<file path="src/rtl/rx_frame_pkg.sv">
// Shared state encoding, error codes and defaults for the rx_frame_ctrl byte framer.
package rx_frame_pkg;

  localparam logic [7:0] DEFAULT_SYNC_BYTE = 8'hA5;

  typedef logic [2:0] state_t;

  localparam state_t ST_HUNT    = 3'd0;
  localparam state_t ST_LEN     = 3'd1;
  localparam state_t ST_PAYLOAD = 3'd2;
  localparam state_t ST_CSUM    = 3'd3;
  localparam state_t ST_DRAIN   = 3'd4;

  typedef enum logic [1:0] {
    ERR_NONE    = 2'd0,
    ERR_LEN     = 2'd1,
    ERR_CSUM    = 2'd2,
    ERR_TIMEOUT = 2'd3
  } err_code_e;

  // A length field is usable when it is non-zero and fits the payload buffer.
  function automatic logic len_acceptable(input logic [7:0] len, input int max_len);
    return (len != 8'd0) && (int'({24'd0, len}) <= max_len);
  endfunction

endpackage

</file>
<file path="src/rtl/rx_frame_buf.sv">
// Payload store for one frame: synchronous write, combinational read, storage not reset.
module rx_frame_buf #(
  parameter int MAX_LEN = 16,
  parameter int AW      = 5
) (
  input  logic          clk,
  input  logic          wr_en,
  input  logic [AW-1:0] wr_addr,
  input  logic [7:0]    wr_data,
  input  logic [AW-1:0] rd_addr,
  output logic [7:0]    rd_data
);

  localparam int IW = $clog2(MAX_LEN);

  logic [7:0] mem [MAX_LEN];

  always_ff @(posedge clk) begin
    if (wr_en && (int'(wr_addr) < MAX_LEN)) begin
      mem[wr_addr[IW-1:0]] <= wr_data;
    end
  end

  // Out-of-range reads return zero rather than aliasing onto a lower entry.
  assign rd_data = (int'(rd_addr) < MAX_LEN) ? mem[rd_addr[IW-1:0]] : 8'd0;

endmodule

</file>
<file path="src/rtl/rx_frame_ctrl.sv">
// UART frame receiver: SYNC, LEN, payload, XOR checksum, then drains the payload to a consumer.
// Define RX_FRAME_TIMEOUT_EN to add the inter-byte timeout (error code 3).
module rx_frame_ctrl
  import rx_frame_pkg::*;
#(
  parameter logic [7:0] SYNC_BYTE    = DEFAULT_SYNC_BYTE,
  parameter int         MAX_LEN      = 16,
  parameter int         TIMEOUT_CLKS = 20000
) (
  input  logic       clk,
  input  logic       rst,
  input  logic [7:0] rx_data,
  input  logic       rx_valid,
  output logic [7:0] out_data,
  output logic       out_valid,
  input  logic       out_ready,
  output logic       out_last,
  output logic       frame_ok,
  output logic       frame_err,
  output logic [1:0] err_code,
  output logic       overrun,
  output logic       busy
);

  localparam int PW = $clog2(MAX_LEN + 1);

  state_t      state;
  logic [PW-1:0] len_q;
  logic [PW-1:0] wr_ptr;
  logic [PW-1:0] rd_ptr;
  logic [7:0]  csum_q;
  err_code_e   err_q;
  logic [7:0]  rd_data;
  logic        in_frame;
  logic        last_wr;
  logic        buf_wr;
  logic        timed_out;

  assign in_frame = (state == ST_LEN) || (state == ST_PAYLOAD) || (state == ST_CSUM);
  assign last_wr  = (wr_ptr == len_q - 1'b1);
  assign buf_wr   = (state == ST_PAYLOAD) && rx_valid;

  rx_frame_buf #(
    .MAX_LEN (MAX_LEN),
    .AW      (PW)
  ) u_buf (
    .clk     (clk),
    .wr_en   (buf_wr),
    .wr_addr (wr_ptr),
    .wr_data (rx_data),
    .rd_addr (rd_ptr),
    .rd_data (rd_data)
  );

`ifdef RX_FRAME_TIMEOUT_EN
  localparam int TW = $clog2(TIMEOUT_CLKS);
  // Fire on the edge where the idle count would reach TIMEOUT_CLKS-1; a byte on that edge wins.
  localparam logic [TW-1:0] TO_TERM = TW'(TIMEOUT_CLKS - 2);

  logic [TW-1:0] to_cnt;

  assign timed_out = in_frame && !rx_valid && (to_cnt == TO_TERM);

  always_ff @(posedge clk) begin
    if (rst) begin
      to_cnt <= '0;
    end else if (!in_frame || rx_valid || timed_out) begin
      to_cnt <= '0;
    end else begin
      to_cnt <= to_cnt + 1'b1;
    end
  end
`else
  assign timed_out = 1'b0;
`endif

  always_ff @(posedge clk) begin
    if (rst) begin
      state     <= ST_HUNT;
      len_q     <= '0;
      wr_ptr    <= '0;
      rd_ptr    <= '0;
      csum_q    <= '0;
      err_q     <= ERR_NONE;
      frame_ok  <= 1'b0;
      frame_err <= 1'b0;
      overrun   <= 1'b0;
    end else begin
      frame_ok  <= 1'b0;
      frame_err <= 1'b0;
      overrun   <= 1'b0;
      case (state)
        ST_HUNT: begin
          if (rx_valid && (rx_data == SYNC_BYTE)) begin
            state <= ST_LEN;
          end
        end
        ST_LEN: begin
          if (rx_valid) begin
            if (len_acceptable(rx_data, MAX_LEN)) begin
              len_q  <= rx_data[PW-1:0];
              csum_q <= rx_data;
              wr_ptr <= '0;
              state  <= ST_PAYLOAD;
            end else begin
              frame_err <= 1'b1;
              err_q     <= ERR_LEN;
              state     <= ST_HUNT;
            end
          end
        end
        ST_PAYLOAD: begin
          if (rx_valid) begin
            csum_q <= csum_q ^ rx_data;
            wr_ptr <= wr_ptr + 1'b1;
            if (last_wr) begin
              state <= ST_CSUM;
            end
          end
        end
        ST_CSUM: begin
          if (rx_valid) begin
            if (rx_data == csum_q) begin
              frame_ok <= 1'b1;
              rd_ptr   <= '0;
              state    <= ST_DRAIN;
            end else begin
              frame_err <= 1'b1;
              err_q     <= ERR_CSUM;
              state     <= ST_HUNT;
            end
          end
        end
        ST_DRAIN: begin
          // The consumer owns the buffer until the last byte leaves; new bytes are dropped.
          overrun <= rx_valid;
          if (out_ready) begin
            if (out_last) begin
              rd_ptr <= '0;
              state  <= ST_HUNT;
            end else begin
              rd_ptr <= rd_ptr + 1'b1;
            end
          end
        end
        default: begin
          state <= ST_HUNT;
        end
      endcase
      if (timed_out) begin
        frame_err <= 1'b1;
        err_q     <= ERR_TIMEOUT;
        state     <= ST_HUNT;
      end
    end
  end

  assign out_valid = (state == ST_DRAIN);
  assign out_data  = out_valid ? rd_data : 8'd0;
  assign out_last  = out_valid && (rd_ptr == len_q - 1'b1);
  assign err_code  = err_q;
  assign busy      = (state != ST_HUNT);

endmodule

</file>
<file path="config.mk">
export PLATFORM = sky130hd
export DESIGN_NAME = rx_frame_ctrl
export DESIGN_NICKNAME = d
export VERILOG_FILES = /design/src/rtl/rx_frame_pkg.sv /design/src/rtl/rx_frame_buf.sv /design/src/rtl/rx_frame_ctrl.sv
export SDC_FILE = /design/constraint.sdc
export NUM_CORES = 1
export LEC_CHECK = 0
export CAP_MARGIN = 20
export CORE_MARGIN = 2
export CORE_UTILIZATION = 45
export CTS_CLUSTER_DIAMETER = 40
export DETAILED_ROUTE_END_ITERATION = 6
export SYNTH_ARGS = -nofsm -noshare
export SYNTH_HDL_FRONTEND = slang
export SYNTH_HIERARCHICAL = 1
export SYNTH_SLANG_ARGS = --single-unit
</file>
<file path="constraint.sdc">
create_clock -name clk -period 7.7 [get_ports clk]
set_input_delay 0.77 -clock clk [delete_from_list [all_inputs] [get_ports clk]]
set_output_delay 0.77 -clock clk [all_outputs]
set_load 0.02 [all_outputs]
</file>
# Yosys cells after proc, flatten, opt, wreduce, memory -nomap -nowiden
# Memory sizes are Yosys's and may differ from the RTL's. A register that Yosys moved wholly into a read port is not among the register bits.
# Index checks and enable logic that the tools add are counted.
dict set report totals {
  out_inout_bits 16
  mem_bits_rw 128
  reg_bits 31
  n_memories 1
}
# memory depth word_bits rd rd_clocked_by_memory_dff wr line
set memory_table {}
lappend memory_table {u_buf.mem 16 8 1 1 1 rx_frame_buf.sv:16} ;# logic [7:0] mem [MAX_LEN];
dict set report classes {
  bitwise 4
  n_eq_ne 19
  reduce_logical 18
  order_cmp 3
  n_addsub 3
  n_mux 40
}
# operator n
set op_table {}
lappend op_table {{two-way mux 8 bit} 5}
lappend op_table {{two-way mux 5 bit} 7}
lappend op_table {{two-way mux 3 bit} 8}
lappend op_table {{case mux 5 bit (2 select lines)} 2}
lappend op_table {{case mux 8 bit (2 select lines)} 1}
lappend op_table {{case mux 3 bit (5 select lines)} 1}
lappend op_table {{inequality test 2 bit (second input constant)} 7}
lappend op_table {{adder 5 x 1 -> 5 bit (second input constant)} 2}
lappend op_table {{equality test 5 bit} 2}
lappend op_table {{less-than comparator 5 bit (second input constant)} 2}
lappend op_table {{two-way mux 2 bit} 5}
lappend op_table {{equality test 8 bit} 1}
lappend op_table {{equality test 8 bit (second input constant)} 1}
lappend op_table {{<= comparator 8 x 5 -> 1 bit (second input constant)} 1}
lappend op_table {{two-way mux 4 bit} 2}
lappend op_table {{inequality test 2 x 1 -> 1 bit (second input constant)} 4}
lappend op_table {{AND reduction 4 bit} 2}
lappend op_table {{nonzero test 8 bit} 1}
lappend op_table {{bitwise XOR 8 bit} 1}
lappend op_table {{two-way mux 1 bit} 7}
lappend op_table {{AND reduction 7 bit} 1}
lappend op_table {{equality test 3 x 2 -> 1 bit (second input constant)} 2}
lappend op_table {{nonzero test 2 bit} 3}
lappend op_table {{logical AND 1 bit} 5}
lappend op_table {{other kinds (12)} 14}

# Logic depth before layout (Yosys ltp)
# Gate-level depths: netlist of run 1.
dict set report logic_depth {
  word_depth 8
  ltp_mapped 8
}

# Modules after synthesis
# The synthesis of run 1 kept the hierarchy.
# module cells_each instances area_per_inst_um2
set modules_own_cells {}
lappend modules_own_cells {rx_frame_buf 226 1 5079.9}
lappend modules_own_cells {rx_frame_ctrl 233 1 1878.1}

# Worst setup path before layout of run 1
# Ideal clock, no wire load.
dict set report synth_path {
  path_type {input-to-reg}
  from {input port rx_valid}
  to {memory u_buf.mem[8][0], enable pin}
  n_path_buf 1
  arrival_ps 2532
  path_slack_ps 4785
  setup_time_ps 383
  cell_stages 6
  path_cell_list {nand3b_1 -> nor2_1 -> clkbuf_1 -> nor3b_1 -> nand2_1 -> nor3_1}
}
dict set report synth_via {
  elab_chain_len 4
}
# item line
set synth_rtl {}
lappend synth_rtl {{start, declared} rx_frame_ctrl.sv:13} ;# input logic rx_valid,
lappend synth_rtl {{logical AND 1 bit} rx_frame_ctrl.sv:41} ;# assign buf_wr = (state == ST_PAYLOAD) && rx_valid;
lappend synth_rtl {{via buf_wr} rx_frame_ctrl.sv:36} ;# logic buf_wr;
lappend synth_rtl {{logical AND 1 bit} rx_frame_buf.sv:19} ;# if (wr_en && (int'(wr_addr) < MAX_LEN)) begin
lappend synth_rtl {{two-way mux 1 bit} rx_frame_buf.sv:19}
lappend synth_rtl {{two-way mux 1 bit (not written as such)} rx_frame_buf.sv:20} ;# mem[wr_addr[IW-1:0]] <= wr_data;
lappend synth_rtl {{end, declared} rx_frame_buf.sv:16}
# The timed path passes the listed nets, and every way through them passes these cells.

# Final worst setup path of run 1
dict set report layout_path {
  from {register rd_ptr[0]}
  to {output port out_data[3]}
}
dict set report layout_via {
  elab_chain_len 3
}
# item line
set layout_rtl {}
lappend layout_rtl {{start, declared} rx_frame_ctrl.sv:30} ;# logic [PW-1:0] rd_ptr;
lappend layout_rtl {{start signal, assigned} rx_frame_ctrl.sv:142} ;# rd_ptr <= rd_ptr + 1'b1;
lappend layout_rtl {{less-than comparator 5 bit} rx_frame_buf.sv:25} ;# assign rd_data = (int'(rd_addr) < MAX_LEN) ? mem[rd_addr[IW-1:0]] : 8'd0;
lappend layout_rtl {{two-way mux 8 bit} rx_frame_buf.sv:25}
lappend layout_rtl {{via rd_data[3]} rx_frame_ctrl.sv:33} ;# logic [7:0] rd_data;
lappend layout_rtl {{two-way mux 8 bit} rx_frame_ctrl.sv:159} ;# assign out_data = out_valid ? rd_data : 8'd0;
lappend layout_rtl {{end, declared} rx_frame_ctrl.sv:14} ;# output logic [7:0] out_data,
# The timed path passes the listed nets, and every way through them passes these cells.

==> results of run 1 <==
==> worst max path at each step <==
stage | startpoint | to
global placement | rx_valid | u_buf/mem[8][3]$_DFFE_PP_
CTS | rd_ptr[0]$_SDFFE_PP0P_ | out_data[7]
global route | rd_ptr[0]$_SDFFE_PP0P_ | out_data[7]
finish | rd_ptr[0]$_SDFFE_PP0P_ | out_data[3]
detailed placement | rx_data[3] | csum_q[4]$_SDFFE_PP0P_
floorplan | rx_valid | u_buf/mem[8][0]$_DFFE_PP_
==> power breakdown <==
| part | switching (uW) | leakage, uW | internal (uW) |
|---|---|---|---|
| sequential | 0.0630 | 0.00140 | 927 |
| clock | 335 | 0.000293 | 495 |
| combinational | 23.8 | 0.000866 | 10.8 |
| total | 359 | 0.00256 | 1430 |
==> worst max-delay path, stage by stage, from the launching register on <==
cell and delay, ns:
dfxtp_2 0.31, buf_4 0.53, mux4_1 0.67, mux2i_1 0.25, o22ai_1 0.15, and3_1 0.19, clkdlybuf4s50_1 0.54
==> layout make-up <==
cell class	instances	area, sq um	area share
clock inverters	13	136	0.0170
inverters	9	33.8	0.00420
multi-input cells	270	2330	0.290
flip-flops and latches	159	4470	0.556
repair buffers	39	378	0.0470
well taps	188	235	0.0293
clock buffers	19	453	0.0564
==> stage by stage <==
step | instances | power, uW | utilization | hold WS (ns) | area, sq um
after global routing | 697 | 1850 | 0.531 | 0.486 | 8040
after CTS | 696 | 1800 | 0.529 | 0.475 | 8010
final | 697 | 1790 | 0.531 | 0.469 | 8040
after detailed placement | 664 | 978 | 0.490 | 0.465 | 7420
after floorplan | 459 | 955 | - | 0.450 | 6960
after global placement | 661 | 977 | 0.488 | 0.442 | 7390
==> logic make-up (layout without fill, tap and decap cells) <==
kind of cell	count (synthesis)	after routing
compound gates	51	51
simple gates	146	146
buf+inv	30	80
mux	44	44
xor+xnor	26	26
flops	159	159
fa+ha+maj	3	3
==> cells in the mapped netlist, drive strengths merged (11+ instances only) <==
cell	count
mux2i	12
mux4	32
a21oi	14
buf	12
nor3	17
and3	11
xor2	11
edfxtp	128
xnor2	12
nand3	19
nor2	26
nand2	32
dfxtp	31
==> flip-flops by register name (all words and copies together), names as in the netlist <==
register   cells
err_code       2
frame_ok       1
overrun        1
rd_ptr         5
u_buf/mem    128
len_q          5
csum_q         8
wr_ptr         5
frame_err      1
state          3
==> layer usage <==
metal / up-vias / wire, um / share of wire
met5: - / 0 / 0
met1: 2104 / 6830 / 0.45
li1: 1893 / - / -
met3: 16 / 808 / 0.053
met2: 127 / 7360 / 0.48
met4: 0 / 216 / 0.014
==> reports/qor.csv, run 1 <==
stage,metric,value,unit
clock_network,root buffer cell,clkbuf_16,
finish,ant diodes,0,
floorplan,core area,0.0151,sq mm
synthesis,Synth Area in Adders,0.00539,
clock_network,CTS buffer count,17,
global_routing,GR peak layer,met2,
timing,final worst setup slack,3.85,ns
detailed_routing,DRC,0,
synthesis,Synth area leader,edfxtp_1,
clock_network,clock latency on the worst-skew pair,0.42,ns
synthesis,Synth Area in Simple Gates,0.111,
worst_setup_path,WP data arrival,3.08,ns
timing,RSZ-0062 raised after global routing,no,
synthesis,Syn Nets,474,
place,gpl congestion,0.802,
timing,Tmin final,3.85,ns
flow_run,Max-Cap Viols,0,
global_routing,Overall Global Routing Usage,0.196,
floorplan,die area,0.0165,sq mm
clock_network,Clock Pin Slew Worst Setup and Hold Paths,0.06,ns
timing,"Slew Viols, Final",0,
min_path,hold path depth,2,
min_path,Hold Crit Endpoint,err_code[0]$_SDFFE_PP0P_,
clock_network,Post-CTS Setup Inserts,0,
floorplan,Initial Util,0.459,
synthesis,synthesized instance count,459,
synthesis,top post-synthesis cells by area,"edfxtp_1 55%, dfxtp_1 8.9%, mux4_1 7.9%",
synthesis,Synth Area in Compound Gates,0.0471,
timing,Setup-failing EPs final,0,
global_routing,first-pass GRT wire length,23300,um
worst_setup_path,critical setup path kind,flop to output pin,
timing,post-route setup TNS,0,ns
outcome,run status,completed,
timing,Final Hold Vio Count,0,
synthesis,largest family of logic cells by synthesized area,multiplexers,
finish,share of cells above drive strength 1,0.132,
finish,Filler cells,1247,
place,HPWL Detailed,9550,um
detailed_routing,DR vias/cell,5.94,
synthesis,"Seq/Total Area, Yosys",0.642,
detailed_routing,DRT Pass-1 Iters,5,
synthesis,asr flop ratio synth,0,
floorplan,top-level I/O count,28,
synthesis,Avg Synthesized Cell Area,15.2,sq um
timing,Max Fclk,0.260,GHz
detailed_routing,DR vias,4140,
global_routing,pin count of the biggest net entering global routing,38,
worst_setup_path,Critical Path Source Type,flop,
synthesis,Post-synth EDFFs,128,
global_routing,vias in the first global route,3999,
synthesis,ys flop type,edfxtp_1,
clock_network,CTS tree,done,
detailed_routing,wire length per cell,21.8,um
worst_setup_path,Worst setup EP type,output pin,
timing,skew final,0.00754,ns
clock_network,CTS sink cnt,159,
clock_network,Clock Path Buffers,2,
pwr,pwr dens,223,mW/mm^2
synthesis,mux cell area share after synthesis,0.132,
floorplan,row cnt,45,
min_path,worst min-delay path class,flop to flop,
timing,fin crit share,0.500,
place,# port buffers,27,
detailed_routing,Final ANT Viol Nets,0,
worst_setup_path,r2r startpoint,state[2]$_SDFFE_PP0P_,
clock_network,Resized cells post-CTS,0,
place,pre-CTS setup slack,4.07,ns
synthesis,Mapped Area,0.00696,sq mm
finish,P&R area growth vs syn,15.5,%
synthesis,Seq cells post-synth,159,
pwr,Leak Pwr,0.00256,uW
pwr,peak supply drop,0.146,mV
synthesis,yosys warns,6,
timing,Worst Tran Pin Value,0.925,ns
finish,Nets,511,
detailed_routing,routed wire length,15200,um
worst_setup_path,crit-path max FO,37,
min_path,Hold Crit Start,err_code[0]$_SDFFE_PP0P_,
global_routing,GR Util met2,0.306,
global_routing,met1 Track Usage GR,0.274,
clock_network,hold_buf cts,0,
detailed_routing,Iter 0 DRT Violations,301,
timing,slew margin rel.,0.381,
synthesis,XOR/XNOR Fraction of Synth Area,0.0388,
global_routing,met3 GRT Util,0.0432,
synthesis,unique cell type count in the Yosys netlist,50,
floorplan,DIE WIDTH,128,um
worst_setup_path,Worst EP required,6.93,ns
worst_setup_path,R2R Path End,u_buf/mem[8][1]$_DFFE_PP_,
global_routing,grt total ovfl,0,
synthesis,Yosys top cell area share,0.552,
finish,"most common cell after layout, fill and taps aside",edfxtp_1,
worst_setup_path,cells on worst reg2reg path,7,
floorplan,Die H,128,um
global_routing,initial antenna violation count,1,
clock_network,H-tree depth,4,
worst_setup_path,"reg-to-reg slack, setup",4.94,ns
finish,most frequent cells in the layout,"128 x edfxtp_1, 32 x nand2_1, 30 x dfxtp_1",
No activity file was read; power rests on OpenSTA's default activity.
==> run 2: changes to the inputs <==
==> constraint.sdc (replaced) <==
create_clock -name clk -period 3.12 [get_ports clk]
set_input_delay 0.312 -clock clk [delete_from_list [all_inputs] [get_ports clk]]
set_output_delay 0.312 -clock clk [all_outputs]
set_load 0.02 [all_outputs]
==> run 2 against run 1 <==
- via count rose by 2.8%
- critical path depth is the same
- count of clock-buffer cells in the layout down 2
- non-clock buffer count up 28
- total power grew to 2.5 times the previous value
- setup slack lost 3.7 ns
- sequential cell count is the same
- clock skew hardly changed
- combinational power grew to 2.6 times the previous value
- wire length grew 3.9%
- critical endpoint is now out_data[4]
- largest cell class unchanged
==> reports/qor.csv, run 2 (synthesized netlist as in run 1, its figures left out) <==
stage,metric,value,unit
detailed_routing,DR vias/cell,5.87,
finish,post-route cell area,0.00830,sq mm
detailed_routing,DR vias,4256,
pwr,Sw Share,0.202,
floorplan,top-level I/O count,28,
pwr,pwr dens,541,mW/mm^2
global_routing,grt total ovfl,0,
timing,skew final,0.00762,ns
floorplan,DIE WIDTH,128,um
finish,"most common cell after layout, fill and taps aside",edfxtp_1,
detailed_routing,routed wire length,15800,um
timing,RSZ-0062 raised after global routing,no,
global_routing,pin count of the biggest net entering global routing,31,
detailed_routing,DRC,0,
clock_network,CTS sink cnt,159,
pwr,peak supply drop,0.340,mV
global_routing,vias in the first global route,4156,
finish,Nets,539,
place,gpl congestion,0.888,
timing,fin crit share,0.964,
detailed_routing,wire length per cell,21.8,um
worst_setup_path,crit-path max FO,7,
place,HPWL Detailed,10600,um
clock_network,clock latency on the worst-skew pair,0.42,ns
place,DP Area,0.00764,sq mm
detailed_routing,Final ANT Viol Nets,0,
worst_setup_path,critical setup path kind,flop to output pin,
pwr,Leak Pwr,0.00271,uW
global_routing,Overall Global Routing Usage,0.205,
pwr,combinational share of power,0.020,
floorplan,row cnt,45,
floorplan,die area,0.0165,sq mm
worst_setup_path,WP data arrival,2.70,ns
worst_setup_path,cells on worst reg2reg path,7,
clock_network,Clock Pin Slew Worst Setup and Hold Paths,0.06,ns
finish,Filler cells,1227,
timing,post-route setup TNS,0,ns
clock_network,root buffer cell,clkbuf_16,
pwr,Power Internal,3590,uW
worst_setup_path,crit-path max cell delay,0.56,ns
worst_setup_path,"reg-to-reg slack, setup",0.92,ns
flow_run,Max-Cap Viols,0,
worst_setup_path,Critical Path Source Type,flop,
clock_network,CTS buffer count,17,
finish,share of cells above drive strength 1,0.175,
timing,Setup-failing EPs final,0,
worst_setup_path,"Max stage delay cell, worst path",mux4_1,
place,# port buffers,27,
timing,"Slew Viols, Final",0,
finish,number of flip-flops in the largest register,128,
min_path,worst min-delay path class,flop to flop,
global_routing,first-pass GRT wire length,24300,um
detailed_routing,DRT Pass-1 Iters,5,
timing,Tmin final,3.01,ns
outcome,run status,completed,
detailed_routing,Iter 0 DRT Violations,361,
worst_setup_path,Worst setup EP type,output pin,
worst_setup_path,worst path cell trace,buf_4 > mux4_1 > mux2i_1 > o22ai_1 > and3_1 > clkdlybuf4s50_1,
min_path,hold path depth,2,
clock_network,Clock Path Buffers,2,
clock_network,H-tree depth,4,
global_routing,initial antenna violation count,0,
timing,Worst Tran Pin Value,0.901,ns
finish,P&R area growth vs syn,19.3,%
timing,slew margin rel.,0.395,
pwr,Clock power frac,0.471,
timing,Max Fclk,0.332,GHz
pwr,Net Switching,906,uW
worst_setup_path,Worst EP required,2.81,ns
floorplan,Initial Util,0.459,
floorplan,core area,0.0151,sq mm
floorplan,Die H,128,um
clock_network,hold_buf cts,0,
finish,most frequent cells in the layout,"128 x edfxtp_1, 37 x buf_4, 32 x nand2_1",
timing,Final Hold Vio Count,0,
pwr,Reg power frac,0.509,
clock_network,CTS tree,done,
finish,ant diodes,0,
[run 2: cell count changes in the layout (fill, tap and decap cells not counted), moves of 2 or more]
cell,delta
buf_4,+27
inv_8,+2
dfxtp_1,-2
buf_12,+2
clkinv_2,-4
clkinv_1,+2
clkbuf_8,-2
[run 2: final timing paths]
kind                                    to                      from
setup / recovery               out_data[4]    rd_ptr[0]$_SDFFE_PP0P_
hold / removal    err_code[0]$_SDFFE_PP0P_  err_code[0]$_SDFFE_PP0P_
setup reg to reg    rd_ptr[3]$_SDFFE_PP0P_     len_q[0]$_SDFFE_PP0P_
hold reg to reg   err_code[0]$_SDFFE_PP0P_  err_code[0]$_SDFFE_PP0P_
[run 2: timing repair]
item,4_1_cts,5_1_grt
gates cloned,1,0
setup buffers,0,2
resized for setup,3,0
pin swaps,0,0
setup endpoints to repair,9,5
[run 2: per-layer routing]
metal / part of all wire / GRT usage / vias up
met2: 0.47 / 0.322 / 122
met1: 0.46 / 0.287 / 2161
met4: 0.019 / 0.0808 / 0
li1: - / - / 1952
met3: 0.048 / 0.0362 / 21
met5: 0 / 0 / -
[run 2: per-stage QoR]
stage	setup slack (ns)	hold WS [ns]	util	instances	power, uW
after floorplan	0.404	0.411	-	459	2360
after global placement	0.309	0.444	0.504	690	2420
after detailed placement	0.313	0.452	0.504	690	2420
after CTS	0.00684	0.466	0.547	723	4520
after global routing	0.0111	0.492	0.548	725	4610
final	0.112	0.462	0.548	725	4490
[run 2: layout make-up]
class,count,area (sq um),share of cell area
Multi-Input combinational cell,270,2330,0.281
Inverter,9,33.8,0.00407
Timing Repair Buffer,67,621,0.0748
Sequential cell,159,4470,0.539
Clock buffer,17,425,0.0513
Clock inverter,15,185,0.0223
Tap cell,188,235,0.0283
[run 2: power groups by stage]
stage          sequential (uW)  combinational [uW]  clock (uW)
2_1_floorplan             2330                23.2           0
3_3_place_gp              2330                88.1           0
3_5_place_dp              2330                90.9           0
4_1_cts                   2290                91.2        2150
5_1_grt                   2280                98.5        2220
6_report                  2290                90.7        2120
[run 2: critical path: cells and delay by family, from the launching register on]
| kind | cells | cell delay, ns |
|---|---|---|
| mux | 2 | 0.87 |
| buf+inv | 2 | 0.73 |
| flops | 1 | 0.39 |
| simple gates | 1 | 0.17 |
| compound gates | 1 | 0.11 |
